--- config.mk ---
export PLATFORM = sky130hd
export DESIGN_NAME = commit_unit
export DESIGN_NICKNAME = d
export VERILOG_FILES = /design/src/rtl/commit_unit.sv
export SDC_FILE = /design/constraint.sdc
export NUM_CORES = 1
export LEC_CHECK = 0
export ABC_AREA = 1
export CAP_MARGIN = 20
export CORE_ASPECT_RATIO = 0.75
export CORE_UTILIZATION = 35
export CTS_BUF_LIST = sky130_fd_sc_hd__clkbuf_8
export DETAILED_ROUTE_END_ITERATION = 8
export PLACE_DENSITY = 0.8
export SETUP_SLACK_MARGIN = 0.4
export SYNTH_ARGS = -nofsm -noshare
export SYNTH_HDL_FRONTEND = slang
export SYNTH_SLANG_ARGS = --single-unit
--- constraint.sdc ---
create_clock -name clk -period 5.9 [get_ports clk]
set_input_delay 1.77 -clock clk [delete_from_list [all_inputs] [get_ports clk]]
set_output_delay 1.77 -clock clk [all_outputs]
set_load 0.05 [all_outputs]
--- src/rtl/commit_unit.sv ---
// commit_unit: ROB-head retirement controller (RF write, LSQ handoff, mispredict flush); COMMIT_PERF_CNT_EN adds retire/flush counters
module commit_unit #(
    parameter int ROBSIZE = 8
) (
    input  logic               clk,
    input  logic               rst,
    input  logic               i_commit_ready,
    input  logic [ROBSIZE-1:0] i_commit_rob_addr,
    input  logic [31:0]        i_commit_inst_pc,
    input  logic [31:0]        i_commit_value,
    input  logic [4:0]         i_commit_rd,
    input  logic               i_commit_exception,
    input  logic [1:0]         i_commit_load_store,
    input  logic               i_commit_rd_inst,
    input  logic [2:0]         i_commit_cont_tra_inst,
    output logic               o_commit,
    output logic               o_rf_we,
    output logic [4:0]         o_rf_rd,
    output logic [31:0]        o_rf_data,
    output logic [ROBSIZE-1:0] o_rf_rob_addr,
    output logic               o_store_req,
    input  logic               i_store_ack,
    output logic               o_load_req,
    input  logic               i_load_valid,
    input  logic [31:0]        i_load_data,
    output logic [ROBSIZE-1:0] o_lsq_rob_addr,
    output logic               o_flush,
    output logic [31:0]        o_redirect_pc,
    output logic               o_redirect_taken,
    output logic [31:0]        o_retired_count,
    output logic [31:0]        o_flush_count
);
    typedef enum logic [1:0] {IDLE, ST_WAIT, LD_WAIT, FLUSH} state_t;
    state_t      state;
    logic [4:0]  ld_rd;
    logic        ld_rd_inst;
    logic [31:0] redir_pc_q;
    logic        redir_taken_q;
    logic        idle_h;
    logic        mispredict;
    logic        alu_commit;
    logic        st_done;
    logic        ld_done;
    always_comb begin
        idle_h           = !rst && state == IDLE && i_commit_ready;
        mispredict       = i_commit_cont_tra_inst == 3'b001 && i_commit_exception;
        alu_commit       = idle_h && !mispredict && i_commit_load_store == 2'b00;
        st_done          = !rst && state == ST_WAIT && i_store_ack;
        ld_done          = !rst && state == LD_WAIT && i_load_valid;
        o_flush          = idle_h && mispredict;
        o_commit         = alu_commit || o_flush || st_done || ld_done;
        o_rf_we          = alu_commit ? (i_commit_rd_inst && i_commit_rd != 5'd0)
                                      : (ld_done && ld_rd_inst && ld_rd != 5'd0);
        o_rf_rd          = state == LD_WAIT ? ld_rd : i_commit_rd;
        o_rf_data        = state == LD_WAIT ? i_load_data : i_commit_value;
        o_rf_rob_addr    = state == LD_WAIT ? o_lsq_rob_addr : i_commit_rob_addr;
        o_redirect_pc    = o_flush ? i_commit_inst_pc : redir_pc_q;
        o_redirect_taken = o_flush ? i_commit_value[0] : redir_taken_q;
    end
    always_ff @(posedge clk or posedge rst) begin
        if (rst) begin
            state          <= IDLE;
            o_store_req    <= 1'b0;
            o_load_req     <= 1'b0;
            o_lsq_rob_addr <= '0;
            ld_rd          <= '0;
            ld_rd_inst     <= 1'b0;
            redir_pc_q     <= '0;
            redir_taken_q  <= 1'b0;
        end else begin
            case (state)
                IDLE: if (i_commit_ready) begin
                    if (mispredict) begin
                        state         <= FLUSH;
                        redir_pc_q    <= i_commit_inst_pc;
                        redir_taken_q <= i_commit_value[0];
                    end else if (i_commit_load_store[1]) begin
                        state          <= ST_WAIT;
                        o_store_req    <= 1'b1;
                        o_lsq_rob_addr <= i_commit_rob_addr;
                    end else if (i_commit_load_store[0]) begin
                        state          <= LD_WAIT;
                        o_load_req     <= 1'b1;
                        o_lsq_rob_addr <= i_commit_rob_addr;
                        ld_rd          <= i_commit_rd;
                        ld_rd_inst     <= i_commit_rd_inst;
                    end
                end
                ST_WAIT: if (i_store_ack) begin
                    state       <= IDLE;
                    o_store_req <= 1'b0;
                end
                LD_WAIT: if (i_load_valid) begin
                    state      <= IDLE;
                    o_load_req <= 1'b0;
                end
                default: state <= IDLE;
            endcase
        end
    end
`ifdef COMMIT_PERF_CNT_EN
    always_ff @(posedge clk or posedge rst) begin
        if (rst) begin
            o_retired_count <= '0;
            o_flush_count   <= '0;
        end else begin
            o_retired_count <= o_retired_count + 32'(o_commit);
            o_flush_count   <= o_flush_count + 32'(o_flush);
        end
    end
`else
    assign o_retired_count = '0;
    assign o_flush_count   = '0;
`endif
endmodule
==> impl_metrics.json, run 1 <==
{
  "start_util_pct": 36.0,
  "synth_seq_cells": 51,
  "n_fill_cell": 883,
  "clockRootBuffer": "clkbuf_8",
  "synth-edff-count": 0,
  "vias": 3875,
  "p_seq_share_pct": 18.3,
  "power.internal_mw": 1.57,
  "cts_max_path_buffers": 2,
  "power.leakage_nw": 3.00,
  "final_cells": 884,
  "tightest_slew_ns": 0.786,
  "maxClockFrequency_ghz": 0.190,
  "synth_ff_type": "dfrtp_1",
  "grt_max_degree": 57,
  "drcViolationCount": 0,
  "synthTopCellsByArea": "dfrtp_1, nand2_1, buf_4",
  "coreArea_sq_um": 10300,
  "status": "finished, final reports clean",
  "path_class": "in -> out",
  "synth_largest_area_cell": "dfrtp_1",
  "combPwrFrac_pct": 75.8,
  "hpwl_um": 9440,
  "cts_num_sinks": 51,
  "crit_family": "buffers and inverters",
  "register_area_sq_um": 1280,
  "wl_per_cell_um": 13.1,
  "fin_nets": 869,
  "max_stage_delay_ns": 0.60,
  "ys_top_cells_by_count": "nand2_1, buf_4, inv_1",
  "clock_latency_ns": 0.30,
  "die_width_um": 121,
  "fin_crit_ns": 5.27,
  "finalCritPeriodShare_pct": 89.3,
  "slew_violations": 0,
  "clock_skew_ns": 0.00738,
  "gp_congestion": 0.899,
  "hold_violations": 0,
  "postCtsHoldBufs": 0,
  "slew-limit-headroom_pct": 47.6,
  "p_clk_share_pct": 6.0,
  "totalWireLength_um": 11600,
  "crit_arrival_ns": 3.50,
  "synth_cells": 548,
  "post_cts_buffers": 0,
  "ant_nets": 0,
  "die_area_sq_um": 11000,
  "multiInputGateArea_sq_um": 1830,
  "synth_top_area_share_pct": 34.4,
  "postCtsResizedCells": 0,
  "port_buffers": 211,
  "total_power_mw": 3.45,
  "yosysMostFrequentCell": "nand2_1",
  "slowest_stage": "clkdlybuf4s50_1",
  "avgSynthCellArea_sq_um": 6.76,
  "num_rows": 32,
  "crit_required_ns": 4.13,
  "firstDrtPassIters": 4,
  "layout-drive-gt1-share_pct": 11.5,
  "tns_ns": 0,
  "ir_drop_mv": 0.333,
  "grt.overflow.total": 0,
  "grt_first_pass_wirelength_um": 17600,
  "switchingPower_mw": 1.87,
  "cts.reportedPaths.clkPinSlew_ns": 0.09,
  "worstSetupStartpointType": "primary input",
  "num_antenna_cells": 0,
  "hold_class": "reg -> reg",
  "end_kind": "primary output",
  "first_global_vias": 3535,
  "antenna_found_initial": 0,
  "p_sw_share_pct": 54.4,
  "synth_cell_type_count": 23,
  "dr.first_iter.drc_count": 173,
  "power_density_nw_per_um2": 564,
  "boundaryPins": 276,
  "cts_max_level": 2,
  "async_flop_share_pct": 100,
  "post-place-cells": 875,
  "die_h_um": 91.1,
  "viasPerCell": 4.38,
  "crit_chain": "clkdlybuf4s50_1 -> nand3_1 -> nor2_4 -> buf_12 -> nor2_1 -> a21oi_1 -> buf_12",
  "area_growth_pct": 64.9,
  "synth_area_sq_um": 3700,
  "setup_viol": 0,
  "cts_buffers": 5,
  "crit_top_cell": "buf_12",
  "fin_hold_ws_ns": 0.480,
  "tritoncts": "built",
  "cp_max_fo": 41,
  "seq_area_frac_synth_pct": 34.4,
  "cap_violations": 0,
  "synth_warnings": 0,
  "grt.total_usage_pct": 20.4,
  "rsz0062_at_grt": "false",
  "critical_path_buf_inv_count": 3
}
final timing paths:
kind,startpoint,to,slack (ns),cells past startpoint
setup / recovery,i_commit_ready,o_redirect_pc[24],0.63,7
hold / removal,ld_rd_inst$_DFFE_PP0P_,ld_rd_inst$_DFFE_PP0P_,0.48,2
hold reg to reg,ld_rd_inst$_DFFE_PP0P_,ld_rd_inst$_DFFE_PP0P_,0.48,2
setup reg to reg,state[0]$_DFFE_PP0P_,redir_pc_q[28]$_DFFE_PP0P_,3.60,4
max in group asynchronous,rst,redir_pc_q[24]$_DFFE_PP0P_,3.35,3
min in group asynchronous,rst,o_lsq_rob_addr[7]$_DFFE_PP0P_,2.12,3
cell type report:
class	instances	area share, %
repair buffers	219	41.4
flip-flops and latches	51	20.9
multi-input cells	414	29.9
clock buffers	6	1.35
well taps	136	2.78
clock inverters	1	0.0819
inverters	57	3.56
worst register-to-register path: stages, from the launching register on:
cell,delay [ns]
dfrtp_1,0.47
nor2_2,0.35
nand3_2,0.68
buf_4,0.50
o21ai_0,0.21
cells by family (layout without fill, tap and decap cells):
logic type / count (synthesis) / after routing / share of synthesized area (%)
AND/OR/NAND/NOR: 259 / 259 / 27.7
AO/OA/AOI/OAI: 91 / 91 / 14.1
flip-flops: 51 / 51 / 34.4
other: 1 / 64 / 0.101
buffers and inverters: 146 / 283 / 23.6
state kept, by name, indices dropped and copies added (netlist names):
name            count
redir_taken_q       1
redir_pc_q         32
o_load_req          1
o_store_req         1
ld_rd_inst          1
o_lsq_rob_addr      8
ld_rd               5
state               2
power groups by stage:
stage / sequential [mW] / combinational (mW) / clock [mW]
final: 0.629 / 2.61 / 0.205
after detailed placement: 0.634 / 2.62 / 0
after CTS: 0.629 / 2.63 / 0.211
after global placement: 0.625 / 2.58 / 0
after global routing: 0.650 / 2.74 / 0.224
after floorplan: 0.717 / 1.52 / 0
cell usage in the layout, fill, tap and decap left out, types with 2 or more instances in the layout:
cell type,count
nor2_4,3
inv_1,55
nand3_1,13
o21ai_2,17
nor2_1,45
buf_12,36
a21oi_1,26
nand2_2,2
dfrtp_1,51
nand2_1,190
o21ai_1,3
clkbuf_8,6
buf_4,8
conb_1,64
o21ai_0,36
nor2_2,2
a21oi_2,8
clkdlybuf4s50_1,175
layer usage:
layer / vias to the layer above / wire [um] / track usage [%]
li1: 1948 / - / -
met1: 1782 / 4900 / 25.4
met2: 138 / 5710 / 35.4
met3: 7 / 895 / 5.53
met4: 0 / 114 / 3.70
met5: - / 0 / 0
stage by stage:
stage / utilization (%) / instance area, sq um / setup WS, ns
after floorplan: - / 3980 / 0.127
after global routing: 59.4 / 6110 / 0.510
after CTS: 59.2 / 6100 / 0.491
after global placement: 58.4 / 6010 / 0.572
final: 59.4 / 6110 / 0.631
after detailed placement: 58.4 / 6010 / 0.502
Power figures use the tool's default switching activity.
==> run 2: changes to the inputs <==
--- a/config.mk
+++ b/config.mk
@@ -10,8 +10,9 @@
 export CORE_ASPECT_RATIO = 0.75
 export CORE_UTILIZATION = 35
 export CTS_BUF_LIST = sky130_fd_sc_hd__clkbuf_8
+export CTS_CLUSTER_DIAMETER = 120
 export DETAILED_ROUTE_END_ITERATION = 8
-export PLACE_DENSITY = 0.8
+export PLACE_DENSITY_LB_ADDON = 0.15
 export SETUP_SLACK_MARGIN = 0.4
 export SYNTH_ARGS = -nofsm -noshare
 export SYNTH_HDL_FRONTEND = slang
==> run 2 against run 1 <==
Wire length shrank 1.3%. Sequential cell count is the same. First-iteration DRC count shrank 31%. Critical path type unchanged. Critical endpoint is now o_rf_we. Largest cell class unchanged. Largest power group unchanged.
==> impl_metrics.json, run 2 (synthesized netlist as in run 1, its figures left out) <==
{
  "crit_arrival_ns": 3.52,
  "tightest_slew_ns": 0.673,
  "met2_usage_pct": 37.1,
  "layout-drive-gt1-share_pct": 11.0,
  "place_ws_ns": 0.326,
  "rsz0062_at_grt": "false",
  "post_cts_buffers": 0,
  "setup_viol": 0,
  "crit_required_ns": 4.13,
  "slew_violations": 0,
  "postCtsResizedCells": 1,
  "r2r-end": "o_load_req$_DFFE_PP0P_",
  "clock_skew_ns": 0.00923,
  "cts.reportedPaths.clkPinSlew_ns": 0.08,
  "num_rows": 32,
  "power.leakage_nw": 2.99,
  "start_util_pct": 36.0,
  "cts_num_sinks": 51,
  "slew-limit-headroom_pct": 55.1,
  "end_kind": "primary output",
  "power_density_nw_per_um2": 563,
  "fin_ws_ns": 0.607,
  "coreArea_sq_um": 10300,
  "tritoncts": "built",
  "vias": 3843,
  "postCtsHoldBufs": 0,
  "cp_max_fo": 3,
  "wl_per_cell_um": 13.0,
  "startpoint": "i_commit_load_store[1]",
  "antenna_found_initial": 0,
  "drcViolationCount": 0,
  "die_width_um": 121,
  "first_global_vias": 3645,
  "totalWireLength_um": 11500,
  "viasPerCell": 4.36,
  "globalRouteMet1Util_pct": 23.5,
  "hpwl_um": 9090,
  "ant_nets": 0,
  "boundaryPins": 276,
  "path_class": "in -> out",
  "die_area_sq_um": 11000,
  "tns_ns": 0,
  "ir_drop_mv": 0.258,
  "cts_max_level": 2,
  "crit_path_end": "o_rf_we",
  "gp_congestion": 0.812,
  "layout_common_cells": "nand2_1, clkdlybuf4s50_1, conb_1, inv_1, dfrtp_1",
  "r2r_slack_ns": 3.96,
  "num_antenna_cells": 0,
  "top_usage_layer": "met2",
  "area_growth_pct": 64.4,
  "firstDrtPassIters": 4,
  "grt_first_pass_wirelength_um": 17900,
  "worstSetupStartpointType": "primary input",
  "fin_nets": 866,
  "dr.first_iter.drc_count": 120,
  "hold_class": "reg -> reg",
  "fin_hold_ws_ns": 0.479,
  "die_h_um": 91.1,
  "clock_latency_ns": 0.29,
  "clockRootBuffer": "clkbuf_8",
  "grt.overflow.total": 0,
  "largest_reg_flops": 32,
  "grt_max_degree": 67,
  "port_buffers": 211,
  "cts_buffers": 5,
  "hold_violations": 0,
  "ff2ff_path_depth": 7,
  "cap_violations": 0,
  "regMostFlops": "redir_pc_q",
  "reg.largest.list": "redir_pc_q (32), o_lsq_rob_addr (8), ld_rd (5)",
  "status": "finished, final reports clean",
  "grt_use_met3_pct": 6.22,
  "cts_max_path_buffers": 2,
  "final_common_cell": "nand2_1",
  "finalCritPeriodShare_pct": 89.7,
  "worstReg2RegStart": "state[0]$_DFFE_PP0P_",
  "grt.total_usage_pct": 20.4,
  "maxClockFrequency_ghz": 0.189,
  "fin_crit_ns": 5.29
}
==> run 2: cell types whose count changed in the layout (fill, tap and decap cells not counted), sizes merged <==
cell         change
dlygate4sd2      +1
buf              -4
==> run 2: worst min-delay path by stage <==
stage | startpoint | to | slack, ns | cells after the start
after floorplan | ld_rd_inst$_DFFE_PP0P_ | ld_rd_inst$_DFFE_PP0P_ | 0.44 | 2
after global placement | o_load_req$_DFFE_PP0P_ | o_load_req$_DFFE_PP0P_ | 0.46 | 2
after detailed placement | o_store_req$_DFFE_PP0P_ | o_store_req$_DFFE_PP0P_ | 0.47 | 2
after CTS | o_store_req$_DFFE_PP0P_ | o_store_req$_DFFE_PP0P_ | 0.49 | 2
after global routing | redir_pc_q[16]$_DFFE_PP0P_ | redir_pc_q[16]$_DFFE_PP0P_ | 0.51 | 2
final | o_store_req$_DFFE_PP0P_ | o_store_req$_DFFE_PP0P_ | 0.48 | 2
==> run 2: critical path, cell delays in order <==
cell	delay [ns]
clkdlybuf4s50_1	0.45
nor2_1	0.22
nand2_1	0.08
nor2_1	0.19
nand2_1	0.11
o21ai_0	0.15
dlygate4sd2_1	0.55
==> run 2: routing by layer <==
metal,share of wire [%],vias to the layer above
met4,1.1,0
met3,8.9,8
met2,49,135
met1,41,1757
li1,-,1943
met5,0,-
==> run 2: layout make-up <==
cell class | count | area [sq um]
fillers | 948 | 4200
inverters | 57 | 218
flip-flops and latches | 51 | 1280
well taps | 136 | 170
repair buffers | 216 | 2510
multi-input cells | 414 | 1830
clock inverters | 1 | 5.00
clock buffers | 6 | 82.6
==> run 2: through the flow <==
stage	power [mW]	area (sq um)	utilization, %	cells
2_1_floorplan	2.24	3980	-	611
3_3_place_gp	3.21	6000	58.3	874
3_5_place_dp	3.24	6000	58.3	874
4_1_cts	3.45	6090	59.2	881
5_1_grt	3.61	6090	59.2	881
6_report	3.43	6090	59.2	881
==> run 2: where the power goes <==
part	switching, mW	internal (mW)
clock network	0.112	0.0924
logic	1.64	0.961
registers	0.100	0.517
